## config.mk

```make
export PLATFORM = sky130hd
export DESIGN_NAME = network_output_schedule
export DESIGN_NICKNAME = d
export VERILOG_FILES = /design/src/rtl/network_output_schedule.sv
export SDC_FILE = /design/constraint.sdc
export NUM_CORES = 1
export LEC_CHECK = 0
export ABC_AREA = 1
export BUFFER_PORTS_ARGS = -buffer_cell sky130_fd_sc_hd__buf_2
export CORE_MARGIN = 2
export CORE_UTILIZATION = 37
export DETAILED_ROUTE_END_ITERATION = 10
export PLACE_DENSITY = 0.67
export SLEW_MARGIN = 20
export SYNTH_ARGS = -nofsm -noshare
export SYNTH_HDL_FRONTEND = slang
export SYNTH_SLANG_ARGS = --single-unit
```

## constraint.sdc

```tcl
create_clock -name i_clk -period 2.5 [get_ports i_clk]
set_input_delay 0 -clock i_clk [delete_from_list [all_inputs] [get_ports i_clk]]
set_output_delay 0 -clock i_clk [all_outputs]
set_load 0.1 [all_outputs]
```

## src/rtl/network_output_schedule.sv

```systemverilog
// rtl/network_output_schedule.sv - strict-priority TSN-gated egress descriptor scheduler
module network_output_schedule #(
  parameter int QNUM   = 8,
  parameter int CNT_W  = 8,
  parameter int DESC_W = 61
) (
  input  logic              i_clk,
  input  logic              i_rst_n,
  input  logic              i_pkt_enqueue,
  input  logic [2:0]        iv_enqueue_qid,
  input  logic [QNUM-1:0]   iv_gate_state,
  output logic [2:0]        ov_queue_id,
  output logic              o_queue_rd,
  input  logic [DESC_W-1:0] iv_queue_desc,
  input  logic              i_queue_desc_wr,
  output logic [DESC_W-1:0] ov_pkt_descriptor,
  output logic              o_pkt_descriptor_wr,
  input  logic              i_pkt_descriptor_ready,
  output logic              o_cnt_overflow_pulse,
  output logic [1:0]        ov_sched_state
);

  typedef enum logic [1:0] {
    IDLE = 2'd0,
    REQ  = 2'd1,
    WAIT = 2'd2,
    SEND = 2'd3
  } state_t;

  state_t                      state_q;
  logic [QNUM-1:0][CNT_W-1:0]  cnt_q;
  logic [QNUM-1:0][CNT_W-1:0]  cnt_d;
  logic                        ovf_d;
  logic [QNUM-1:0]             elig;
  logic [QNUM-1:0]             inc_v;
  logic [QNUM-1:0]             dec_v;
  logic                        any_elig;
  logic [2:0]                  winner;
  logic                        enq_ok;

  assign ov_sched_state = state_q;

  // Later (higher) indices overwrite earlier ones, so the top eligible queue wins.
  always_comb begin
    elig   = '0;
    winner = '0;
    for (int q = 0; q < QNUM; q++) begin
      elig[q] = (cnt_q[q] != '0) && iv_gate_state[q];
      if (elig[q]) winner = 3'(q);
    end
    any_elig = |elig;
  end

  // The dequeue is committed during the single REQ cycle, against the latched queue id.
  always_comb begin
    cnt_d  = cnt_q;
    ovf_d  = 1'b0;
    inc_v  = '0;
    dec_v  = '0;
    enq_ok = i_pkt_enqueue && (int'(iv_enqueue_qid) < QNUM);
    for (int q = 0; q < QNUM; q++) begin
      inc_v[q] = enq_ok && (iv_enqueue_qid == 3'(q));
      dec_v[q] = (state_q == REQ) && (ov_queue_id == 3'(q));
      if (inc_v[q] && !dec_v[q]) begin
        if (cnt_q[q] == '1) ovf_d = 1'b1;
        else                cnt_d[q] = cnt_q[q] + CNT_W'(1);
      end else if (dec_v[q] && !inc_v[q]) begin
        cnt_d[q] = cnt_q[q] - CNT_W'(1);
      end
    end
  end

  always_ff @(posedge i_clk or negedge i_rst_n) begin
    if (!i_rst_n) begin
      state_q              <= IDLE;
      cnt_q                <= '0;
      ov_queue_id          <= '0;
      o_queue_rd           <= 1'b0;
      ov_pkt_descriptor    <= '0;
      o_pkt_descriptor_wr  <= 1'b0;
      o_cnt_overflow_pulse <= 1'b0;
    end else begin
      cnt_q                <= cnt_d;
      o_cnt_overflow_pulse <= ovf_d;
      o_queue_rd           <= 1'b0;
      o_pkt_descriptor_wr  <= 1'b0;
      case (state_q)
        IDLE: begin
          if (i_pkt_descriptor_ready && any_elig) begin
            state_q     <= REQ;
            ov_queue_id <= winner;
            o_queue_rd  <= 1'b1;
          end
        end
        REQ: state_q <= WAIT;
        WAIT: begin
          if (i_queue_desc_wr) begin
            ov_pkt_descriptor <= iv_queue_desc;
            state_q           <= SEND;
          end
        end
        SEND: begin
          if (i_pkt_descriptor_ready) begin
            o_pkt_descriptor_wr <= 1'b1;
            state_q             <= IDLE;
          end
        end
      endcase
    end
  end

endmodule
```

After elaboration in Yosys (flattened, before gate mapping)
Cells that the tools add are included.
{ "op_classes": {"n_addsub": 16, "multipliers": 0, "div_mod_pow": 0, "order_cmp": 0, "n_eq_ne": 36, "n_shift": 0, "muxes": 55, "n_bitwise": 0, "n_reduce_logical": 88} }
{ "op_table": {"columns": ["op", "n"], "rows": [
  ["2-to-1 mux 8 bit", 24],
  ["adder 8 x 1 -> 8 bit (second input constant)", 8],
  ["== test 8 bit (second input constant)", 8],
  ["nonzero test 8 bit", 8],
  ["subtractor 8 x 1 -> 8 bit (second input constant)", 8],
  ["logical AND 1 bit", 41],
  ["== test 3 bit (second input constant)", 8],
  ["inequality test 2 bit (second input constant)", 11],
  ["2-to-1 mux 1 bit", 21],
  ["AND reduction 2 bit", 10],
  ["logical NOT 1 bit", 16],
  ["nonzero test 2 bit", 8],
  ["== test 3 x 2 -> 1 bit (second input constant)", 4],
  ["2-to-1 mux 3 bit", 4],
  ["2-to-1 mux 2 bit", 5],
  ["case mux 2 bit (4 select lines)", 1],
  ["OR reduction 8 bit", 1],
  ["== test 3 x 1 -> 1 bit (second input constant)", 2],
  ["logical NOT 3 bit", 2],
  ["== test 2 bit (second input constant)", 2],
  ["AND reduction 3 bit", 1],
  ["== test 2 x 1 -> 1 bit (second input constant)", 1],
  ["logical NOT 2 bit", 1]
]} }
{ "totals": {"register_bits": 133, "latchBits": 0, "ramBits": 0, "romBits": 0, "input_bits": 77, "output_inout_bits": 69, "word_cells": 209, "mem_count": 0} }

Depth between registers and ports, before layout
{ "depth": {"depth_word": 19, "depth_mapped": 18} }

Worst setup path after synthesis
No wires, ideal clock.
{ "synth_path": {"path_kind": "flip-flop to flip-flop", "startpoint": "reg state_q[1] (netlist: ov_sched_state[1])", "endpoint": "reg cnt_q[46] in the netlist's numbering", "setup_time_ps": 127, "arrival_ps": 2919, "setup_slack_ps": -546, "path_stages_with_launch": 15, "n_path_buf": 0, "period_less_slack_ps": 3046, "path_cell_list": "dfrtp_1 -> inv_1 -> ha_1 -> nand2_1 -> nor2_1 -> nor2_1 -> inv_1 -> fa_1 -> nand3_1 -> nand2_1 -> nand2_1 -> nand2_1 -> a21oi_1 -> xor2_1 -> o21ai_0"} }
{ "synth_between": {"elab_chain_cells": 6, "elab_cells_between_ends": 9} }
{ "synth_lines": {"columns": ["element", "line_no", "text"], "rows": [
  ["from (decl)", "30", "state_t state_q;"],
  ["from (signal assigned)", "75", "state_q <= IDLE;"],
  ["from (signal assigned)", "90", "state_q <= REQ;"],
  ["from (signal assigned)", "95", "REQ: state_q <= WAIT;"],
  ["== test 2 x 1 -> 1 bit *", "63", "dec_v[q] = (state_q == REQ) && (ov_queue_id == 3'(q));"],
  ["logical AND 1 bit *", "63", null],
  ["logical NOT 1 bit", "64", "if (inc_v[q] && !dec_v[q]) begin"],
  ["logical AND 1 bit", "64", null],
  ["inequality test 2 bit (no line) / nonzero test 2 bit (equally long branches)", null, null],
  ["AND reduction 2 bit (no line)", null, null],
  ["to (signal assigned)", "83", "cnt_q <= cnt_d;"],
  ["to (decl)", "31", "logic [QNUM-1:0][CNT_W-1:0] cnt_q;"]
]} }
Mark *: on every way between the ends. The rest lies on a longest branch, timed or not.
A chain may end at the register's enable or synchronous reset.

Worst setup path after layout
{ "layout_path": {"startpoint": "reg state_q[1] (netlist: ov_sched_state[1])", "endpoint": "reg cnt_q[22] in the netlist's numbering"} }
The elaborated chain is that of the path after synthesis.

==> impl_metrics.csv <==
group,metric,value,unit
timing,finalCritPeriodShare,94.8,%
timing,fin_worst_skew,0.00842,ns
synthesis,async_flop_share,100,%
drt,met3_length,986,um
worst_setup_path,critPathRequiredTime,2.79,ns
placed_design,dp_cells,1259,
worst_setup_path,critPathBufInv,2,
floorplan,die_h,148,um
drt,via_per_inst,4.80,
timing,fmax,0.422,GHz
global_routing,grtUsageTotal,17.4,%
timing,max_slew_margin,55.4,%
synthesis,avgSynthCellArea,9.16,um^2
synthesis,syn_nets,978,
cells_and_area,fillers,1799,
cells_and_area,nets,1213,
worst_setup_path,worstPathArrival,2.66,ns
drt,vias,6518,
worst_setup_path,slowest_stage,"dfrtp_4",
drt,highest_layer,"met4",
synthesis,synth-edff-count,0,
job,drv_cap,0,
synthesis,synth_seq_cells,133,
cts,cts_tree,"built",
drt,drt_wl_total,18900,um
cts,ctsRootBufferMaster,"clkbuf_16",
drt,first_pass_iters,4,
cts,htree_num_levels,4,
synthesis,post-synth-top-count-cell,"nand2_1",
synthesis,syn_inst,841,
drt,drt-initial-drc-count,288,
timing,rsz0062_at_grt,"yes",
synthesis,yosysWarnings,0,
synthesis,synth_top_area_cell,"dfrtp_1",
drt,ant_nets,0,
worst_setup_path,criticalPathCategory,"reg -> reg",
timing,worstMarginPinSlew,0.669,ns
synthesis,synth_area_leaders,"dfrtp_1, nand2_1, mux2_2",
cts,cts_buffer_depth,2,
worst_setup_path,cp_top_family,"simple AND/OR/NAND/NOR gates",
cells_and_area,fin_cells,1359,
worst_setup_path,cp_cell_sequence,"inv_2, ha_4, nand2_4, nor2_4, nor2_4, inv_2, ha_1, a21oi_1, nand2_1, nand2_1, nand2_1, a21oi_1, xor2_1, o21ai_1",
global_routing,antenna_found_initial,0,
synthesis,synthFlopType,"dfrtp_1",
cts,cts_buffers,17,
worst_setup_path,regToRegSetupSlack,0.13,ns
timing,timing.final.ws_setup,0.130,ns
timing,setup_viol,0,
floorplan,pin_count,146,
global_routing,grt-ovfl-total,0,
cts,cts_sinks,133,
cells_and_area,n_antenna_cell,0,
worst_setup_path,critPathMaxStageDelay,0.47,ns
worst_setup_path,crit_top_cell,"nand2_1",
cts,clk_latency,0.42,ns
worst_setup_path,start_kind,"flip-flop",
drt,drcViolationCount,0,
placed_design,io_buffers,145,
cts,clkTransAtPathRegs,0.06,ns
floorplan,die_w,148,um
cells_and_area,drive_gt1_share,30.3,%
floorplan,initial_utilization,37.9,%
cells_and_area,area_growth,34.6,%
worst_setup_path,cp_max_fo,8,
floorplan,dieArea,0.0220,mm^2
synthesis,netlist_area,0.00770,mm^2
timing,layout_min_cycle_time,2.37,ns
placed_design,place_ws,-0.0330,ns
global_routing,grt_pass1_vias,6368,
synthesis,yosys.area.top_type_share,43.2,%
worst_setup_path,endpoint_kind,"flip-flop",
floorplan,core-area,0.0203,mm^2
synthesis,ys_seq_area_share,43.2,%
placed_design,hpwlAfterDp,13000,um
drt,met2_length,8960,um
global_routing,grt_max_degree,71,
timing,drv_slew,0,
drt,wl_met1,8580,um
hold_path,min-delay-path-class,"in -> reg",
timing,hold_viol,0,
floorplan,rows,52,
run_status,outcome,"completed",
placed_design,gp_congestion,0.832,
synthesis,synthTopCellsByCount,"nand2_1, dfrtp_1, nor2_1",
drt,wl_per_cell,13.9,um
synthesis,ys_types,37,
global_routing,grt_pass1_wl,30800,um
-- placed cells by master, fill, tap and decap left out, types with 8 or more instances in the layout --
cell,synthesis,final
clkbuf_16,0,17
o21ai_0,24,24
a21oi_1,42,39
nand2_1,194,190
nor2_1,80,74
buf_4,3,15
o21ai_1,19,19
xnor2_1,15,15
xor2_1,28,28
inv_1,56,50
dlygate4sd3_1,0,64
nor2_4,3,13
inv_2,7,9
dfrtp_1,133,128
fa_1,8,8
nand4_1,19,19
mux2_2,64,64
nand3_1,37,37
ha_1,52,47
buf_2,6,144
nand2_2,8,10
-- routing by layer --
metal  vias up  track usage, %
met5         -               0
met4         0            5.57
met3        24            4.29
met2       156            29.2
met1      3047            22.1
li1       3291               -
-- state kept, by name, summed over array words and instances (netlist names) --
register	count
cnt_q	64
ov_pkt_descriptor	61
ov_queue_id	3
ov_sched_state	2
o_cnt_overflow_pulse	1
o_pkt_descriptor_wr	1
o_queue_rd	1
-- final timing paths --
check	startpoint	to	depth (start not counted)
worst max-delay path	ov_sched_state[1]$_DFFE_PN0P_	cnt_q[22]$_DFFE_PN0P_	14
worst min-delay path	i_queue_desc_wr	ov_sched_state[0]$_DFFE_PN0P_	5
worst max register to register	ov_sched_state[1]$_DFFE_PN0P_	cnt_q[22]$_DFFE_PN0P_	14
worst min register to register	ov_pkt_descriptor[3]$_DFFE_PN0P_	ov_pkt_descriptor[3]$_DFFE_PN0P_	1
max in group asynchronous	i_rst_n	ov_pkt_descriptor[3]$_DFFE_PN0P_	3
min in group asynchronous	i_rst_n	cnt_q[60]$_DFFE_PN0P_	2
-- cell type report --
type / instances / area [um^2] / share of cell area (%)
flip-flops and latches: 133 / 3340 / 32.2
clock inverters: 15 / 219 / 2.11
well taps: 270 / 338 / 3.26
inverters: 64 / 253 / 2.44
clock buffers: 17 / 425 / 4.10
multi-input cells: 634 / 4260 / 41.1
repair buffers: 226 / 1530 / 14.7
-- logic make-up after synthesis --
kind of cell	Yosys count	synth area share [%]
adders and majority gates	60	10.5
xor gates and xnor gates	43	4.89
buffers and inverters	74	3.98
and+or+nand+nor	360	20.3
AOI/OAI and AO/OA	107	7.67
DFF	133	43.2
muxes	64	9.36
-- what timing repair did --
item                                    in CTS  in global routing
endpoints found under the setup margin       8                 25
hold buffers                                64                  0
buffers inserted                             0                  4
resized for setup                            4                 32
pin swaps                                    1                  5
cloned                                       0                  0
endpoints found under the hold margin      134                  0
-- tightest hold or removal path, cell delays in order --
cell and delay, ns:
buf_2 0.10, o22ai_1 0.06, inv_1 0.09, nand3_1 0.08, nand2_1 0.08
-- through the flow --
stage	util [%]	setup TNS, ns	hold WS (ns)	instance area [um^2]
after global routing	51.1	-0.0865	0.0919	10400
after global placement	43.7	0	0.0652	8870
after detailed placement	43.7	-0.0724	0.0674	8870
final	51.1	0	0.0305	10400
after floorplan	-	-0.169	-0.296	7740
after CTS	50.1	-0.0299	0.0182	10200
Power is left out: the tool's default activity adds up to more than one toggle a clock period on the data nets, which glitch-free logic cannot reach.
